<file path="src/rtl/midi_msg_receiver_if.sv">
// ---------------------------------------------------------------------------
// midi_msg_receiver_if
//   Bundles the MIDI serial input with everything the receiver reports:
//   deframed bytes, framing errors, assembled channel-voice messages, the
//   LED display value and the deframer state for observation.
//
//   Handshake: BYTE_VALID, FRAME_ERR and MSG_VALID are single-cycle,
//   valid-only pulses with no ready/back-pressure. The matching data
//   (BYTE, MSG_*, LED) is valid in the pulse cycle and holds until the
//   next event, so a consumer may sample it at any later time.
//
//   Modports
//     master : the receiver (reads DATA, drives all outputs)
//     slave  : the consumer/driver side (drives DATA, reads outputs)
//
//   Signals
//     DATA        serial line, idle high
//     BYTE_VALID  1-cycle pulse, BYTE holds a new good byte
//     BYTE        last good received byte
//     FRAME_ERR   1-cycle pulse, stop bit sampled low
//     MSG_VALID   1-cycle pulse, MSG_* hold a complete accepted message
//     MSG_STATUS  status byte of the message (running status included)
//     MSG_DATA1   first data byte
//     MSG_DATA2   second data byte, 0 for single-data-byte messages
//     LED         display value
//     STATE_DBG   deframer FSM state (0 idle,1 start,2 data,3 stop,4 break)
// ---------------------------------------------------------------------------
interface midi_msg_receiver_if;
    logic       DATA;
    logic       BYTE_VALID;
    logic [7:0] BYTE;
    logic       FRAME_ERR;
    logic       MSG_VALID;
    logic [7:0] MSG_STATUS;
    logic [7:0] MSG_DATA1;
    logic [7:0] MSG_DATA2;
    logic [7:0] LED;
    logic [2:0] STATE_DBG;

    modport master (
        input  DATA,
        output BYTE_VALID, BYTE, FRAME_ERR,
        output MSG_VALID, MSG_STATUS, MSG_DATA1, MSG_DATA2,
        output LED, STATE_DBG
    );

    modport slave (
        output DATA,
        input  BYTE_VALID, BYTE, FRAME_ERR,
        input  MSG_VALID, MSG_STATUS, MSG_DATA1, MSG_DATA2,
        input  LED, STATE_DBG
    );
endinterface

</file>
<file path="src/rtl/midi_msg_receiver.sv">
// ---------------------------------------------------------------------------
// midi_msg_receiver
//   Oversampled 8N1 MIDI byte deframer followed by a channel-voice message
//   assembler with running status. Drives an 8-bit LED display value and
//   reports complete messages to downstream logic.
//
//   Parameters
//     OVERSAMPLE  clocks per bit period (even, >= 8)
//     CNT_W       bit-timer width, 2**CNT_W >= OVERSAMPLE
//     OMNI        1: accept every channel, 0: only CHANNEL
//     CHANNEL     accepted channel when OMNI = 0
//     LED_MODE    0: LED = held note number, 1: LED = last velocity
//
//   Ports
//     CLK    system clock
//     RESET  asynchronous active-low reset
//     bus    midi_msg_receiver_if.master (DATA in, byte/message/LED out)
// ---------------------------------------------------------------------------
module midi_msg_receiver #(
    parameter int OVERSAMPLE = 128,
    parameter int CNT_W      = 7,
    parameter int OMNI       = 1,
    parameter int CHANNEL    = 0,
    parameter int LED_MODE   = 0
) (
    input  logic                   CLK,
    input  logic                   RESET,
    midi_msg_receiver_if.master    bus
);

    typedef enum logic [2:0] {
        ST_IDLE  = 3'd0,
        ST_START = 3'd1,
        ST_DATA  = 3'd2,
        ST_STOP  = 3'd3,
        ST_BREAK = 3'd4
    } state_t;

    localparam logic [CNT_W-1:0] HALF_M1 = CNT_W'(OVERSAMPLE / 2 - 1);
    localparam logic [CNT_W-1:0] FULL_M1 = CNT_W'(OVERSAMPLE - 1);

    // -----------------------------------------------------------------------
    // Input synchroniser. sync_prev is one stage behind sync2 so that a
    // falling edge is seen as sync_prev=1, sync2=0.
    // -----------------------------------------------------------------------
    logic sync1, sync2, sync_prev;

    always_ff @(posedge CLK or negedge RESET) begin
        if (!RESET) begin
            sync1     <= 1'b1;
            sync2     <= 1'b1;
            sync_prev <= 1'b1;
        end else begin
            sync1     <= bus.DATA;
            sync2     <= sync1;
            sync_prev <= sync2;
        end
    end

    // -----------------------------------------------------------------------
    // Deframer FSM
    // -----------------------------------------------------------------------
    state_t           state, state_n;
    logic [CNT_W-1:0] timer, timer_n;
    logic [7:0]       shreg, shreg_n;
    logic [2:0]       bit_cnt, bit_cnt_n;
    logic [7:0]       byte_r, byte_n;
    logic             byte_valid_r, byte_valid_n;
    logic             frame_err_r, frame_err_n;

    always_ff @(posedge CLK or negedge RESET) begin
        if (!RESET) begin
            state        <= ST_IDLE;
            timer        <= '0;
            shreg        <= '0;
            bit_cnt      <= '0;
            byte_r       <= '0;
            byte_valid_r <= 1'b0;
            frame_err_r  <= 1'b0;
        end else begin
            state        <= state_n;
            timer        <= timer_n;
            shreg        <= shreg_n;
            bit_cnt      <= bit_cnt_n;
            byte_r       <= byte_n;
            byte_valid_r <= byte_valid_n;
            frame_err_r  <= frame_err_n;
        end
    end

    always_comb begin
        state_n      = state;
        // Free-running bit timer, wraps at OVERSAMPLE-1. In DATA/STOP the
        // wrap point is the mid-bit sample because START cleared it there.
        timer_n      = (timer == FULL_M1) ? '0 : timer + CNT_W'(1);
        shreg_n      = shreg;
        bit_cnt_n    = bit_cnt;
        byte_n       = byte_r;
        byte_valid_n = 1'b0;
        frame_err_n  = 1'b0;

        case (state)
            ST_IDLE: begin
                timer_n = '0;
                if (sync_prev && !sync2) begin
                    state_n = ST_START;
                end
            end
            ST_START: begin
                if (timer == HALF_M1) begin
                    if (sync2) begin
                        // Line back high at mid start bit: glitch.
                        state_n = ST_IDLE;
                    end else begin
                        timer_n   = '0;
                        bit_cnt_n = '0;
                        state_n   = ST_DATA;
                    end
                end
            end
            ST_DATA: begin
                if (timer == FULL_M1) begin
                    shreg_n   = {sync2, shreg[7:1]};   // LSB first
                    bit_cnt_n = bit_cnt + 3'd1;
                    if (bit_cnt == 3'd7) begin
                        state_n = ST_STOP;
                    end
                end
            end
            ST_STOP: begin
                if (timer == FULL_M1) begin
                    if (sync2) begin
                        byte_n       = shreg;
                        byte_valid_n = 1'b1;
                        state_n      = ST_IDLE;
                    end else begin
                        frame_err_n  = 1'b1;
                        state_n      = ST_BREAK;
                    end
                end
            end
            ST_BREAK: begin
                // Stay here while the line is held low so a long break
                // cannot be mistaken for a stream of start bits.
                timer_n = '0;
                if (sync2) begin
                    state_n = ST_IDLE;
                end
            end
            default: begin
                state_n = ST_IDLE;
            end
        endcase
    end

    // -----------------------------------------------------------------------
    // Message assembler, acts on each BYTE_VALID pulse.
    // run_st = 0 means "no running status": every real status has bit 7 set.
    // -----------------------------------------------------------------------
    logic [7:0] run_st, run_st_n;
    logic       idx, idx_n;
    logic [7:0] d1_hold, d1_hold_n;
    logic       msg_valid_r, msg_valid_n;
    logic [7:0] msg_status_r, msg_status_n;
    logic [7:0] msg_d1_r, msg_d1_n;
    logic [7:0] msg_d2_r, msg_d2_n;
    logic [7:0] led_r, led_n;

    logic       complete;
    logic [7:0] c_d1, c_d2;
    logic       one_byte;
    logic       accept;
    logic       is_note_on, is_note_off, is_note;

    always_ff @(posedge CLK or negedge RESET) begin
        if (!RESET) begin
            run_st       <= '0;
            idx          <= 1'b0;
            d1_hold      <= '0;
            msg_valid_r  <= 1'b0;
            msg_status_r <= '0;
            msg_d1_r     <= '0;
            msg_d2_r     <= '0;
            led_r        <= '0;
        end else begin
            run_st       <= run_st_n;
            idx          <= idx_n;
            d1_hold      <= d1_hold_n;
            msg_valid_r  <= msg_valid_n;
            msg_status_r <= msg_status_n;
            msg_d1_r     <= msg_d1_n;
            msg_d2_r     <= msg_d2_n;
            led_r        <= led_n;
        end
    end

    always_comb begin
        run_st_n     = run_st;
        idx_n        = idx;
        d1_hold_n    = d1_hold;
        msg_valid_n  = 1'b0;
        msg_status_n = msg_status_r;
        msg_d1_n     = msg_d1_r;
        msg_d2_n     = msg_d2_r;
        led_n        = led_r;
        complete     = 1'b0;
        c_d1         = '0;
        c_d2         = '0;

        // Program change and channel pressure carry a single data byte.
        one_byte = (run_st[7:4] == 4'hC) || (run_st[7:4] == 4'hD);
        accept   = (OMNI != 0) || (run_st[3:0] == 4'(CHANNEL));

        if (byte_valid_r) begin
            if (byte_r >= 8'hF8) begin
                // Realtime: transparent, even inside a message.
            end else if (byte_r >= 8'hF0) begin
                run_st_n = '0;
                idx_n    = 1'b0;
            end else if (byte_r[7]) begin
                run_st_n = byte_r;
                idx_n    = 1'b0;
            end else if (run_st != 8'h00) begin
                if (!idx) begin
                    if (one_byte) begin
                        complete = 1'b1;
                        c_d1     = byte_r;
                    end else begin
                        d1_hold_n = byte_r;
                        idx_n     = 1'b1;
                    end
                end else begin
                    complete = 1'b1;
                    c_d1     = d1_hold;
                    c_d2     = byte_r;
                    idx_n    = 1'b0;
                end
            end
        end

        is_note_on  = (run_st[7:4] == 4'h9) && (c_d2 != 8'h00);
        is_note_off = (run_st[7:4] == 4'h8) ||
                      ((run_st[7:4] == 4'h9) && (c_d2 == 8'h00));
        is_note     = (run_st[7:4] == 4'h8) || (run_st[7:4] == 4'h9);

        // Filtered-channel messages are assembled (index advances and
        // resets) but leave MSG_* and LED exactly as they were.
        if (complete && accept) begin
            msg_valid_n  = 1'b1;
            msg_status_n = run_st;
            msg_d1_n     = c_d1;
            msg_d2_n     = c_d2;
            if (LED_MODE == 0) begin
                if (is_note_on) begin
                    led_n = c_d1;
                end else if (is_note_off && (c_d1 == led_r)) begin
                    led_n = 8'h00;
                end
            end else begin
                if (is_note) begin
                    led_n = c_d2;
                end
            end
        end
    end

    // -----------------------------------------------------------------------
    // Outputs
    // -----------------------------------------------------------------------
    assign bus.BYTE_VALID = byte_valid_r;
    assign bus.BYTE       = byte_r;
    assign bus.FRAME_ERR  = frame_err_r;
    assign bus.MSG_VALID  = msg_valid_r;
    assign bus.MSG_STATUS = msg_status_r;
    assign bus.MSG_DATA1  = msg_d1_r;
    assign bus.MSG_DATA2  = msg_d2_r;
    assign bus.LED        = led_r;
    assign bus.STATE_DBG  = state;

endmodule

</file>
<file path="src/flat_wrapper.sv">
// flat-port wrapper written by rule: the top's interface ports become plain ports
module midi_msg_receiver_flat 
#(
    parameter int OVERSAMPLE = 128,
    parameter int CNT_W      = 7,
    parameter int OMNI       = 1,
    parameter int CHANNEL    = 0,
    parameter int LED_MODE   = 0
)
  (CLK, RESET, bus_DATA, bus_BYTE_VALID, bus_BYTE, bus_FRAME_ERR, bus_MSG_VALID, bus_MSG_STATUS, bus_MSG_DATA1, bus_MSG_DATA2, bus_LED, bus_STATE_DBG);
  midi_msg_receiver_if bus_i ();
  input  logic CLK;
  input  logic RESET;
  input wire logic [$bits(bus_i.DATA)-1:0] bus_DATA;
  output wire logic [$bits(bus_i.BYTE_VALID)-1:0] bus_BYTE_VALID;
  output wire logic [$bits(bus_i.BYTE)-1:0] bus_BYTE;
  output wire logic [$bits(bus_i.FRAME_ERR)-1:0] bus_FRAME_ERR;
  output wire logic [$bits(bus_i.MSG_VALID)-1:0] bus_MSG_VALID;
  output wire logic [$bits(bus_i.MSG_STATUS)-1:0] bus_MSG_STATUS;
  output wire logic [$bits(bus_i.MSG_DATA1)-1:0] bus_MSG_DATA1;
  output wire logic [$bits(bus_i.MSG_DATA2)-1:0] bus_MSG_DATA2;
  output wire logic [$bits(bus_i.LED)-1:0] bus_LED;
  output wire logic [$bits(bus_i.STATE_DBG)-1:0] bus_STATE_DBG;
  assign bus_i.DATA = bus_DATA;
  assign bus_BYTE_VALID = bus_i.BYTE_VALID;
  assign bus_BYTE = bus_i.BYTE;
  assign bus_FRAME_ERR = bus_i.FRAME_ERR;
  assign bus_MSG_VALID = bus_i.MSG_VALID;
  assign bus_MSG_STATUS = bus_i.MSG_STATUS;
  assign bus_MSG_DATA1 = bus_i.MSG_DATA1;
  assign bus_MSG_DATA2 = bus_i.MSG_DATA2;
  assign bus_LED = bus_i.LED;
  assign bus_STATE_DBG = bus_i.STATE_DBG;
  midi_msg_receiver #(.OVERSAMPLE(OVERSAMPLE), .CNT_W(CNT_W), .OMNI(OMNI), .CHANNEL(CHANNEL), .LED_MODE(LED_MODE)) u_core (.CLK(CLK), .RESET(RESET), .bus(bus_i));
endmodule
</file>
<file path="config.mk">
export PLATFORM = sky130hd
export DESIGN_NAME = midi_msg_receiver_flat
export DESIGN_NICKNAME = d
export VERILOG_FILES = /design/src/rtl/midi_msg_receiver_if.sv /design/src/rtl/midi_msg_receiver.sv /design/src/flat_wrapper.sv
export SDC_FILE = /design/constraint.sdc
export NUM_CORES = 1
export LEC_CHECK = 0
export ABC_AREA = 0
export BUFFER_PORTS_ARGS = -buffer_cell sky130_fd_sc_hd__buf_2
export CORE_MARGIN = 5
export CORE_UTILIZATION = 40
export DETAILED_ROUTE_END_ITERATION = 8
export HOLD_SLACK_MARGIN = 0.05
export PLACE_DENSITY_LB_ADDON = 0.25
export SYNTH_ARGS = -nofsm -noshare
export SYNTH_HDL_FRONTEND = slang
export SYNTH_SLANG_ARGS = --single-unit
</file>
<file path="constraint.sdc">
create_clock -name CLK -period 3.05 [get_ports CLK]
set_clock_uncertainty 0.1 [all_clocks]
set_input_delay 0.305 -clock CLK [delete_from_list [all_inputs] [get_ports CLK]]
set_output_delay 0.305 -clock CLK [all_outputs]
set_load 0.01 [all_outputs]
</file>
== After elaboration in Yosys (flattened, before gate mapping) ==
Index checks and enable logic that the tools add are counted.
W data, S select, Z words.

* Flip-flop bits (word level): 83
* Bits in read-only memories: 0
* Memories kept: 0
* RAM bits: 0
* Input port bits: 3
* Latch bits: 0

* Bitwise logic cells: 5
* Multiply operators: 0
* Divide/modulo/power cells: 0
* Shift operators: 0
* Muxes and demuxes: 53
* $add $sub $neg: 2
* Eq/ne operators: 19
* Magnitude comparators: 2
* Reduce and logical (&&, ||, !) cells: 24

{| class="wikitable"
|+ Operators with widths
! kind !! count
|-
| $mux W8 || 14
|-
| $mux W7 || 6
|-
| $mux W3 || 10
|-
| $mux W1 || 19
|-
| $eq A4 B4 Y1 const B || 4
|-
| $ge A8 B8 Y1 const B || 2
|-
| $reduce_bool A8 Y1 || 2
|-
| $pmux W3 S5 || 1
|-
| $pmux W7 S2 || 1
|-
| $ne A2 B1 Y1 const B || 6
|-
| $reduce_and A3 Y1 || 3
|-
| $eq A8 B8 Y1 || 1
|-
| $logic_not A8 Y1 || 1
|-
| $add A7 B1 Y7 const B || 1
|-
| $eq A7 B6 Y1 const B || 1
|-
| $eq A7 B7 Y1 const B || 1
|-
| $reduce_and A7 Y1 || 1
|-
| $eq A3 B2 Y1 const B || 2
|-
| $eq A3 B3 Y1 const B || 2
|-
| $pmux W3 S2 || 1
|-
| $reduce_and A6 Y1 || 1
|-
| $reduce_bool A2 Y1 || 3
|-
| $not A1 Y1 || 5
|-
| $logic_and A1 B1 Y1 || 4
|-
| other kinds (11) || 13
|}

== Longest topological paths before layout ==
Gate-level depths: netlist (run 1).

* Depth in word-level cells: 13
* Mapped depth: 8
* Mapped depth without buffers: 8

== Worst setup path after synthesis (run 1) ==
OpenSTA, ideal clock, no wires.

* Path kind: reg2reg
* Start: register u_core.led_r[3] (netlist: u_core.bus.LED[3])
* End: register u_core.led_r[0] (netlist: u_core.bus.LED[0])
* Stages on the path, launching flop included: 7
* Slack: 0.871 ns
* Period minus slack after synthesis: 2.179 ns
* Data arrival time: 1.945 ns
* Data required time: 2.816 ns
* Cell sequence: dfrtp_1 > or2_1 > or3_4 > a2111oi_4 > a41oi_2 > nor4_4 > o21ai_1

* Longest elaborated chain between the ends: 4

{| class="wikitable"
|+ Ends and longest elaborated chain
! what !! line !! text
|-
| from (decl) || midi_msg_receiver.sv:167 || <nowiki>logic [7:0] led_r, led_n;</nowiki>
|-
| from (signal assigned) || midi_msg_receiver.sv:193 || <nowiki>led_r <= led_n;</nowiki>
|-
| $eq A8 B8 Y1 || midi_msg_receiver.sv:256 || <nowiki>end else if (is_note_off && (c_d1 == led_r)) begin</nowiki>
|-
| $logic_and A1 B1 Y1 || midi_msg_receiver.sv:256 ||
|-
| $reduce_bool A2 Y1 (no line) || -- ||
|-
| $reduce_and A2 Y1 (no line) || -- ||
|}

Every way passes these cells.
A chain may end at the register's enable or synchronous reset.

== Worst setup path in the final report (run 1) ==
* Start: register u_core.idx
* End: register u_core.led_r[3] (netlist: u_core.bus.LED[3])

* Longest elaborated chain between the ends: 12
* Elaborated cells between the ends (all ways): 28
* Those cells by class: eq/ne (1); mux (19); reduce/logical (8)

{| class="wikitable"
|+ Ends and longest elaborated chain
! what !! line !! text
|-
| from (decl) || midi_msg_receiver.sv:161 || <nowiki>logic idx, idx_n;</nowiki>
|-
| from (signal assigned) || midi_msg_receiver.sv:187 || <nowiki>idx <= idx_n;</nowiki>
|-
| $mux W7 || midi_msg_receiver.sv:224 || <nowiki>if (!idx) begin</nowiki>
|-
| $mux W8 || midi_msg_receiver.sv:223 || <nowiki>end else if (run_st != 8'h00) begin</nowiki>
|-
| $mux W8 || midi_msg_receiver.sv:220 || <nowiki>end else if (byte_r[7]) begin</nowiki>
|-
| $mux W8 || midi_msg_receiver.sv:217 || <nowiki>end else if (byte_r >= 8'hF0) begin</nowiki>
|-
| $mux W8 || midi_msg_receiver.sv:215 || <nowiki>if (byte_r >= 8'hF8) begin</nowiki>
|-
| $mux W8 || midi_msg_receiver.sv:214 || <nowiki>if (byte_valid_r) begin</nowiki>
|-
| $logic_not A8 Y1 || midi_msg_receiver.sv:243 || <nowiki>((run_st[7:4] == 4'h9) && (c_d2 == 8'h00));</nowiki>
|-
| $logic_and A1 B1 Y1 || midi_msg_receiver.sv:243 ||
|-
| $logic_or A1 B1 Y1 || midi_msg_receiver.sv:242 || <nowiki>is_note_off = (run_st[7:4] == 4'h8) ||</nowiki>
|-
| $logic_and A1 B1 Y1 || midi_msg_receiver.sv:256 ||
|-
| $reduce_bool A2 Y1 (no line) || -- ||
|-
| $reduce_and A2 Y1 (no line) || -- ||
|}

Parallel ways exist; a longest one is shown, timed or not.

==> results of run 1 <==
[sequential cells by signal, indices dropped and copies added, names as in the netlist]
signal / cells
u_core.bus.MSG_STATUS: 8
u_core.sync1: 1
u_core.bus.FRAME_ERR: 1
u_core.bus.STATE_DBG: 3
u_core.timer: 7
u_core.bus.MSG_DATA1: 7
u_core.sync2: 1
u_core.sync_prev: 1
u_core.d1_hold: 7
u_core.bus.MSG_VALID: 1
u_core.bit_cnt: 3
u_core.bus.LED: 7
u_core.bus.BYTE_VALID: 1
u_core.bus.BYTE: 8
u_core.bus.MSG_DATA2: 7
u_core.shreg: 8
u_core.run_st: 8
u_core.idx: 1
[cell families after synthesis]
| kind of cell | synth area share |
|---|---|
| AOI/OAI and AO/OA | 0.1377 |
| xor gates and xnor gates | 0.01678 |
| adders and majority gates | 0.01028 |
| buffers and inverters | 0.03630 |
| DFF | 0.5490 |
| muxes | 0.08493 |
| other | 0.001026 |
| and+or+nand+nor | 0.1640 |
[per-layer routing]
metal	vias to the layer above	global-route usage	part of all wire
li1	1276	-	-
met1	1287	0.2039	0.46
met2	90	0.2222	0.44
met3	12	0.05134	0.076
met4	0	0.05735	0.018
met5	-	0	0
[worst register-to-register path, cell delays in order, from the launching register on]
cell and delay, ns:
dfrtp_1 0.75, inv_1 0.13, or4b_1 0.71, or3b_1 0.53
nor2_1 0.13, a21oi_1 0.05, o21ai_1 0.09
[how the worst max path moves through the flow]
stage,slack [ns],endpoint,depth (start not counted),from
floorplan,0.87,u_core.bus.LED[0]$_DFFE_PN0P_,6,u_core.bus.LED[3]$_DFFE_PN0P_
global placement,0.60,u_core.bus.LED[3]$_DFFE_PN0P_,6,u_core.idx$_DFFE_PN0P_
detailed placement,0.53,u_core.bus.LED[5]$_DFFE_PN0P_,6,u_core.idx$_DFFE_PN0P_
CTS,0.52,u_core.bus.LED[3]$_DFFE_PN0P_,6,u_core.idx$_DFFE_PN0P_
global route,0.38,u_core.bus.LED[3]$_DFFE_PN0P_,6,u_core.idx$_DFFE_PN0P_
finish,0.48,u_core.bus.LED[3]$_DFFE_PN0P_,6,u_core.idx$_DFFE_PN0P_
[cell usage in the layout, fill, tap and decap left out, types with 2 or more instances in the layout]
master / instances
dfrtp_1: 77
nand2_1: 63
buf_2: 44
nor2_1: 21
o21ai_0: 21
mux2_2: 18
a21oi_1: 12
clkbuf_8: 11
a22o_1: 10
inv_1: 8
o21ai_1: 8
a22oi_1: 6
mux2_1: 6
nand3_1: 4
xnor2_1: 4
o211ai_1: 4
mux2i_1: 4
buf_4: 4
and3_1: 3
xor2_1: 3
nor2b_1: 3
nor4_2: 3
a31oi_1: 3
ha_1: 3
conb_1: 3
dfstp_2: 3
o22ai_1: 2
or3_1: 2
nand4_1: 2
nand4b_1: 2
nor3b_1: 2
nor3_1: 2
nand2b_1: 2
or4b_1: 2
bufinv_16: 2
dlygate4sd3_1: 2
[layout make-up]
| cell class | count | area (um^2) | share of cell area |
|---|---|---|---|
| flip-flops and latches | 80 | 2006 | 0.4782 |
| multi-input cells | 235 | 1529 | 0.3646 |
| repair buffers | 50 | 270.3 | 0.06444 |
| clock buffers | 12 | 155.1 | 0.03699 |
| well taps | 108 | 135.1 | 0.03222 |
| clock inverters | 3 | 65.06 | 0.01551 |
| inverters | 9 | 33.78 | 0.008055 |
[per-stage QoR]
| stage | setup WS [ns] | total power (W) |
|---|---|---|
| 6_report | 0.4835 | 0.002200 |
| 3_5_place_dp | 0.5277 | 0.001353 |
| 5_1_grt | 0.3793 | 0.002307 |
| 2_1_floorplan | 0.8708 | 0.001291 |
| 3_3_place_gp | 0.6017 | 0.001346 |
| 4_1_cts | 0.5238 | 0.002236 |
[report_power, final]
| part | switching (W) | internal [W] | leakage [nW] | total [W] |
|---|---|---|---|---|
| clock network | 0.000369 | 0.000500 | 0.112 | 0.000869 |
| registers | 0.0000697 | 0.00110 | 1.10 | 0.00117 |
| logic | 0.0000905 | 0.0000716 | 0.832 | 0.000162 |
==> results.sh, run 1 <==
export IMPL_status="finished clean"
export IMPL_synth_seq_cells=80
export IMPL_route_detailed_wl_per_inst_um=15.91
export IMPL_ant_nets=0
export IMPL_synth_most_common_cell="dfrtp_1"
export IMPL_cts_htree_levels=3
export IMPL_via_per_inst=5.362
export IMPL_dieArea_um2=11150
export IMPL_die_w_um=105.6
export IMPL_drv_slew=0
export IMPL_r2r_slack_ns=0.48
export IMPL_async_reset_ff_frac=1.000
export IMPL_report_final_setup_viol=0
export IMPL_critPathRequiredTime_ns=3.23
export IMPL_min_path_type="reg2reg"
export IMPL_drc=0
export IMPL_slowest_delay_ns=0.75
export IMPL_cap_viol_max_count=0
export IMPL_antenna_found_initial=0
export IMPL_relSlewSlack=0.3315
export IMPL_dp_hpwl_um=5420
export IMPL_fillers=817
export IMPL_grt_ovfl_total=0
export IMPL_fin_util=0.4763
export IMPL_path_max_fanout=20
export IMPL_worst_pin_slew_ns=1.003
export IMPL_cts_root_buffer="clkbuf_8"
export IMPL_via_count=2665
export IMPL_rows=34
export IMPL_placed_area_um2=3954
export IMPL_r2r_start="u_core.idx$_DFFE_PN0P_"
export IMPL_synth_edf_count=0
export IMPL_crit_path_end_kind="flop"
export IMPL_clkLatencyLatePin_ns=0.35
export IMPL_cts_tree="yes"
export IMPL_dr_pass1_iters=5
export IMPL_synth_cell_type_count=53
export IMPL_grt_max_degree=81
export IMPL_wirelength_um=7908
export IMPL_dieHeight_um=105.6
export IMPL_initial_core_util=0.4149
export IMPL_cp_num_buf_inv=1
export IMPL_io_pins=49
export IMPL_cts_sinks=80
export IMPL_p_per_area_nw_per_um2=524.7
export IMPL_synth_top_cells_by_count="dfrtp_1, nand2_1, nor2_1, o21ai_0, mux2_2"
export IMPL_num_antenna_cells=0
export IMPL_core_area_um2=8806
export IMPL_hold_viol=0
export IMPL_place_inst=480
export IMPL_reg2regPathDepth=6
export IMPL_clock_path_buffers=2
export IMPL_syn_area_per_cell_um2=10.71
export IMPL_r2r_end="u_core.bus.LED[3]$_DFFE_PN0P_"
export IMPL_period_share=0.8415
export IMPL_io_buffers=45
export IMPL_vdd_drop_max_mv=0.2855
export IMPL_cp_top_family="simple AND/OR/NAND/NOR gates"
export IMPL_finalInstanceArea_um2=4194
export IMPL_numCtsBuffers=9
export IMPL_yosys_area_top_type="dfrtp_1"
export IMPL_grt_pass1_wl_um=13420
export IMPL_gp_congestion=0.8546
export IMPL_slowest_stage="dfrtp_1"
export IMPL_cts_clk_slew_worst_paths_ns=0.08
export IMPL_hold_slack_ns=0.2576
export IMPL_synthFlopType="dfrtp_1"
export IMPL_finish_net_count=391
export IMPL_synthCells=341
export IMPL_ctsResizeCount=0
export IMPL_grt_pass1_vias=2601
export IMPL_drtIter0Drc=120
export IMPL_min_period_ns=2.567
export IMPL_yosysWarnings=0
export IMPL_ctsHoldBuffers=2
export IMPL_post_cts_buffers=0
export IMPL_critPathKind="reg2reg"
export IMPL_synth_top_area_frac=0.5274
export IMPL_power_leakage_nw=2.044
export IMPL_grtUsageTotal=0.1502
export IMPL_arrival_ns=2.74
export IMPL_netlist_top_cells_area="dfrtp_1, nand2_1, mux2_2"
export IMPL_rsz0062_at_grt="false"
export IMPL_final_cells=497
export IMPL_syn_cell_area_um2=3654
export IMPL_syn_to_final_growth_pct=14.79
export IMPL_clock_fmax_mhz=389.6
export IMPL_holdPathStages=0
export IMPL_start_kind="flop"
export IMPL_cp_cell_sequence="inv_1 -> or4b_1 -> or3b_1 -> nor2_1 -> a21oi_1 -> o21ai_1"
export IMPL_worstHoldStart="u_core.sync1$_DFF_PN1_"
export IMPL_finalSetupTns_ns=0
export IMPL_synth_yosys_seq_area_share=0.5490
export IMPL_drive_gt1_frac=0.2416
export IMPL_min_to="u_core.sync2$_DFF_PN1_"
(Power assumes the default switching activity.)
==> inputs of run 2 (changes only) <==
==> constraint.sdc (replaced) <==
create_clock -name CLK -period 2.65 [get_ports CLK]
set_clock_uncertainty 0.1 [all_clocks]
set_input_delay 0.265 -clock CLK [delete_from_list [all_inputs] [get_ports CLK]]
set_output_delay 0.265 -clock CLK [all_outputs]
set_load 0.01 [all_outputs]
==> run 2 against run 1 <==
Net effect: total power is 11% higher; clock power is 3.5% higher; critical path type unchanged; via count is 0.15% higher; largest power group unchanged; first-iteration DRC count is 26% lower; setup slack worse by 0.20 ns; non-clock buffer count is 5 higher; critical endpoint is now u_core.bus.LED[0]$_DFFE_PN0P_; sequential share of layout area is 0.31 points lower.
==> results.sh, run 2 (same netlist as run 1, synthesis figures left out) <==
export IMPL_status="finished clean"
export IMPL_final_cell_mix="dfrtp_1, nand2_1, buf_2"
export IMPL_num_antenna_cells=0
export IMPL_cts_sinks=80
export IMPL_arrival_ns=2.50
export IMPL_fin_ws_ns=0.2785
export IMPL_clock_path_buffers=2
export IMPL_cts_root_buffer="clkbuf_8"
export IMPL_dieArea_um2=11150
export IMPL_place_ws_ns=0.2532
export IMPL_r2r_slack_ns=0.28
export IMPL_multi_input_area_um2=1529
export IMPL_io_buffers=45
export IMPL_gp_congestion=0.8478
export IMPL_via_per_inst=5.306
export IMPL_grt_ovfl_total=0
export IMPL_post_cts_buffers=0
export IMPL_power_leakage_nw=2.061
export IMPL_final_common_cell="dfrtp_1"
export IMPL_grtUsageTotal=0.1543
export IMPL_io_pins=49
export IMPL_cts_clk_slew_worst_paths_ns=0.08
export IMPL_wl_met3_um=584
export IMPL_via_count=2669
export IMPL_finalSetupTns_ns=0
export IMPL_wirelength_um=8164
export IMPL_rsz0062_at_grt="false"
export IMPL_ant_nets=0
export IMPL_drive_gt1_frac=0.2532
export IMPL_drt_met1_wl_um=3770
export IMPL_ctsHoldBuffers=2
export IMPL_report_final_setup_viol=0
export IMPL_wl_met2_um=3635
export IMPL_clock_fmax_mhz=421.7
export IMPL_cts_tree="yes"
export IMPL_finalPower_w=0.002434
export IMPL_p_per_area_nw_per_um2=576.5
export IMPL_rows=34
export IMPL_hold_viol=0
export IMPL_worst_pin_slew_ns=0.5985
export IMPL_core_area_um2=8806
export IMPL_critPathKind="reg2reg"
export IMPL_period_share=0.8949
export IMPL_top_layer="met4"
export IMPL_drc=0
export IMPL_cap_viol_max_count=0
export IMPL_critPathRequiredTime_ns=2.78
export IMPL_grt_pass1_wl_um=13740
export IMPL_die_w_um=105.6
export IMPL_fillers=821
export IMPL_min_period_ns=2.371
export IMPL_dp_hpwl_um=5802
export IMPL_fin_util=0.4794
export IMPL_route_detailed_wl_per_inst_um=16.23
export IMPL_crit_path_end_kind="flop"
export IMPL_min_path_type="reg2reg"
export IMPL_dr_pass1_iters=5
export IMPL_ctsResizeCount=0
export IMPL_cts_htree_levels=3
export IMPL_seqCellArea_um2=2006
export IMPL_grt_max_degree=42
export IMPL_finish_net_count=396
export IMPL_vdd_drop_max_mv=0.2618
export IMPL_numCtsBuffers=9
export IMPL_relSlewSlack=0.5959
export IMPL_dieHeight_um=105.6
export IMPL_grt_pass1_vias=2671
export IMPL_clkLatencyLatePin_ns=0.35
export IMPL_syn_to_final_growth_pct=15.55
export IMPL_initial_core_util=0.4149
export IMPL_drv_slew=0
export IMPL_drtIter0Drc=89
export IMPL_start_kind="flop"
export IMPL_path_max_fanout=14
export IMPL_antenna_found_initial=0
==> run 2: changes by cell type in the layout (fill, tap and decap cells not counted) <==
cell / previous run / this run
buf_4: 4 / 8
buf_12: 0 / 1
bufinv_16: 2 / 1
clkbuf_8: 11 / 10
clkinv_2: 1 / 2
clkinv_4: 0 / 1
clkinvlp_4: 0 / 1
==> run 2: per-layer routing <==
metal,track usage,up-vias
met2,0.2309,87
met5,0,-
met3,0.05379,18
li1,-,1292
met4,0.05735,0
met1,0.2077,1272
==> run 2: stage by stage <==
stage	instance area, um^2	hold WS, ns	std cells
floorplan	3661	-0.1306	343
global placement	4004	0.1738	485
detailed placement	4004	0.1776	485
CTS	4222	0.2587	503
global route	4222	0.2652	503
finish	4222	0.2580	503
==> run 2: area by class of cell <==
cell class	instances	area share
Timing Repair Buffer	55	0.07587
Clock inverter	5	0.01334
Sequential cell	80	0.4751
Multi-Input combinational cell	235	0.3622
Tap cell	108	0.03201
Clock buffer	11	0.03349
Inverter	9	0.008002
==> run 2: path summary, 6_finish.rpt <==
kind / start / to / depth (start not counted)
max in group asynchronous: RESET / u_core.bus.LED[5]$_DFFE_PN0P_ / 3
hold / removal: u_core.sync1$_DFF_PN1_ / u_core.sync2$_DFF_PN1_ / 0
hold reg to reg: u_core.sync1$_DFF_PN1_ / u_core.sync2$_DFF_PN1_ / 0
setup reg to reg: u_core.bus.BYTE[7]$_DFFE_PN0P_ / u_core.bus.LED[0]$_DFFE_PN0P_ / 7
setup / recovery: u_core.bus.BYTE[7]$_DFFE_PN0P_ / u_core.bus.LED[0]$_DFFE_PN0P_ / 7
min in group asynchronous: RESET / u_core.bus.STATE_DBG[0]$_DFFE_PN0P_ / 2
==> run 2: where the power goes <==
part / switching (W) / total (W) / leakage (nW) / internal, W
Sequential: 0.0000778 / 0.00134 / 1.10 / 0.00127
Clock: 0.000439 / 0.000899 / 0.0993 / 0.000460
Combinational: 0.000106 / 0.000191 / 0.862 / 0.0000856
==> run 2: worst max-delay path: stages, from the launching register on <==
cell and delay, ns:
dfrtp_1 0.44, nand2b_4 0.17, a21oi_1 0.40, nand2_1 0.15
inv_2 0.22, a41oi_2 0.16, nor4_4 0.47, o21ai_1 0.13
==> inputs of run 3 (changes only) <==
--- a/config.mk
+++ b/config.mk
@@ -7,9 +7,11 @@
 export LEC_CHECK = 0
 export ABC_AREA = 0
 export BUFFER_PORTS_ARGS = -buffer_cell sky130_fd_sc_hd__buf_2
-export CORE_MARGIN = 5
+export CORE_MARGIN = 2
 export CORE_UTILIZATION = 40
+export CTS_BUF_LIST = sky130_fd_sc_hd__clkbuf_8
 export DETAILED_ROUTE_END_ITERATION = 8
+export GPL_TIMING_DRIVEN = 0
 export HOLD_SLACK_MARGIN = 0.05
 export PLACE_DENSITY_LB_ADDON = 0.25
 export SYNTH_ARGS = -nofsm -noshare
==> run 3 against run 2 <==
Net effect: register-to-register slack got worse by 0.03 ns; highest routed layer unchanged; first-iteration DRC count grew 83%; die area is 11% lower; maximum frequency shrank 1.1%; non-clock buffer count is 14 higher; largest power group unchanged; final cell count up 2.8%; critical path type unchanged; flip-flop and latch count stayed put; wire length is 1.3% lower; clock power rose by 15%.
==> results.sh, run 3 (same netlist as run 1, synthesis figures left out) <==
export IMPL_drc=0
export IMPL_rows=34
export IMPL_min_path_type="reg2reg"
export IMPL_dieArea_um2=9914
export IMPL_via_per_inst=5.366
export IMPL_io_buffers=45
export IMPL_min_period_ns=2.399
export IMPL_io_pins=49
export IMPL_vdd_drop_max_mv=0.3599
export IMPL_multi_input_area_um2=1526
export IMPL_core_area_um2=8806
export IMPL_globalRouteMet2Util=0.2490
export IMPL_start_kind="flop"
export IMPL_final_common_cell="dfrtp_1"
export IMPL_hold_slack_ns=0.2601
export IMPL_numCtsBuffers=9
export IMPL_power_leakage_nw=2.096
export IMPL_cts_root_buffer="clkbuf_8"
export IMPL_grt_pass1_wl_um=13370
export IMPL_cap_viol_max_count=0
export IMPL_grt_pass1_vias=2607
export IMPL_dr_pass1_iters=4
export IMPL_period_share=0.9052
export IMPL_syn_to_final_growth_pct=18.22
export IMPL_route_detailed_wl_per_inst_um=15.58
export IMPL_via_count=2774
export IMPL_finish_net_count=410
export IMPL_cts_clk_slew_worst_paths_ns=0.09
export IMPL_place_ws_ns=0.05221
export IMPL_gp_congestion=0.8586
export IMPL_fillers=814
export IMPL_clkLatencyLatePin_ns=0.36
export IMPL_grtUsageTotal=0.1734
export IMPL_report_final_setup_viol=0
export IMPL_finalInstanceArea_um2=4319
export IMPL_dp_hpwl_um=5662
export IMPL_grtUsageMet3=0.03725
export IMPL_relSlewSlack=0.5742
export IMPL_cts_htree_levels=3
export IMPL_drv_slew=0
export IMPL_clock_fmax_mhz=416.9
export IMPL_num_antenna_cells=0
export IMPL_grt_busiest_layer="met1"
export IMPL_r2r_slack_ns=0.25
export IMPL_seqCellArea_um2=2006
export IMPL_grt_ovfl_total=0
export IMPL_grt_max_degree=48
export IMPL_initial_core_util=0.4149
export IMPL_status="finished clean"
export IMPL_final_cell_mix="dfrtp_1, nand2_1, buf_2"
export IMPL_dieHeight_um=99.57
export IMPL_drtIter0Drc=163
export IMPL_wirelength_um=8054
export IMPL_worst_pin_slew_ns=0.6307
export IMPL_hold_viol=0
export IMPL_drive_gt1_frac=0.2567
export IMPL_ant_nets=0
export IMPL_p_per_area_nw_per_um2=597.3
export IMPL_critPathRequiredTime_ns=2.79
export IMPL_placed_area_um2=4051
export IMPL_fin_ws_ns=0.2512
export IMPL_die_w_um=99.57
export IMPL_met1_usage=0.2511
export IMPL_fin_util=0.4905
export IMPL_antenna_found_initial=0
export IMPL_critPathKind="reg2reg"
export IMPL_finalSetupTns_ns=0
export IMPL_rsz0062_at_grt="false"
export IMPL_cts_sinks=80
export IMPL_crit_path_end_kind="flop"
export IMPL_clock_path_buffers=2
export IMPL_cts_tree="yes"
export IMPL_arrival_ns=2.54
export IMPL_path_max_fanout=7
## run 3: changes by cell type in the layout (fill, tap and decap cells not counted), sizes merged
cell,previous run,this run
bufinv,1,2
inv,9,10
clkinvlp,1,3
buf,53,57
clkinv,3,0
clkbuf,11,20
## run 3: worst paths after layout
path | start | endpoint | cells after the start
worst max-delay path | u_core.bus.BYTE[7]$_DFFE_PN0P_ | u_core.bus.LED[0]$_DFFE_PN0P_ | 7
worst min-delay path | u_core.sync1$_DFF_PN1_ | u_core.sync2$_DFF_PN1_ | 0
worst max register to register | u_core.bus.BYTE[7]$_DFFE_PN0P_ | u_core.bus.LED[0]$_DFFE_PN0P_ | 7
worst min register to register | u_core.sync1$_DFF_PN1_ | u_core.sync2$_DFF_PN1_ | 0
max in group asynchronous | RESET | u_core.sync1$_DFF_PN1_ | 3
min in group asynchronous | RESET | u_core.timer[6]$_DFF_PN0_ | 2
## run 3: what timing repair did
action                     CTS  global route
hold buffers                 2             0
hold endpoints to repair    32             0
setup buffers                0             2
setup endpoints to repair    0            10
gates resized for setup      0             1
## run 3: through the flow
stage	std cells	total power (W)
finish	517	0.002580
floorplan	343	0.001486
detailed placement	497	0.001573
CTS	515	0.002607
global route	517	0.002704
global placement	496	0.001559
## run 3: cell type report
cell class	count	share of cell area
flip-flops and latches	80	0.4644
multi-input cells	235	0.3534
repair buffers	50	0.06721
clock buffers	10	0.03187
well taps	108	0.03129
plain buffers	19	0.02289
clock inverters	6	0.02115
inverters	9	0.007822
## run 3: report_power, final
group,leakage (nW),total [W],internal (W),switching (W)
clock,0.105,0.00103,0.000559,0.000472
sequential,1.10,0.00131,0.00127,0.0000457
combinational,0.891,0.000237,0.0000947,0.000143
total,2.10,0.00258,0.00192,0.000660
## run 3: metal layers
layer	up-vias	routed length [um]
li1	1325	-
met1	1357	4013
met2	76	3476
met3	16	374
met4	0	190
met5	-	0
## run 3: worst max-delay path, stage by stage (launching register included)
cell	delay, ns
dfrtp_1	0.47
nand2b_4	0.20
a21oi_2	0.28
nand2_1	0.29
inv_2	0.18
a41oi_2	0.14
nor4_4	0.49
o21ai_1	0.13
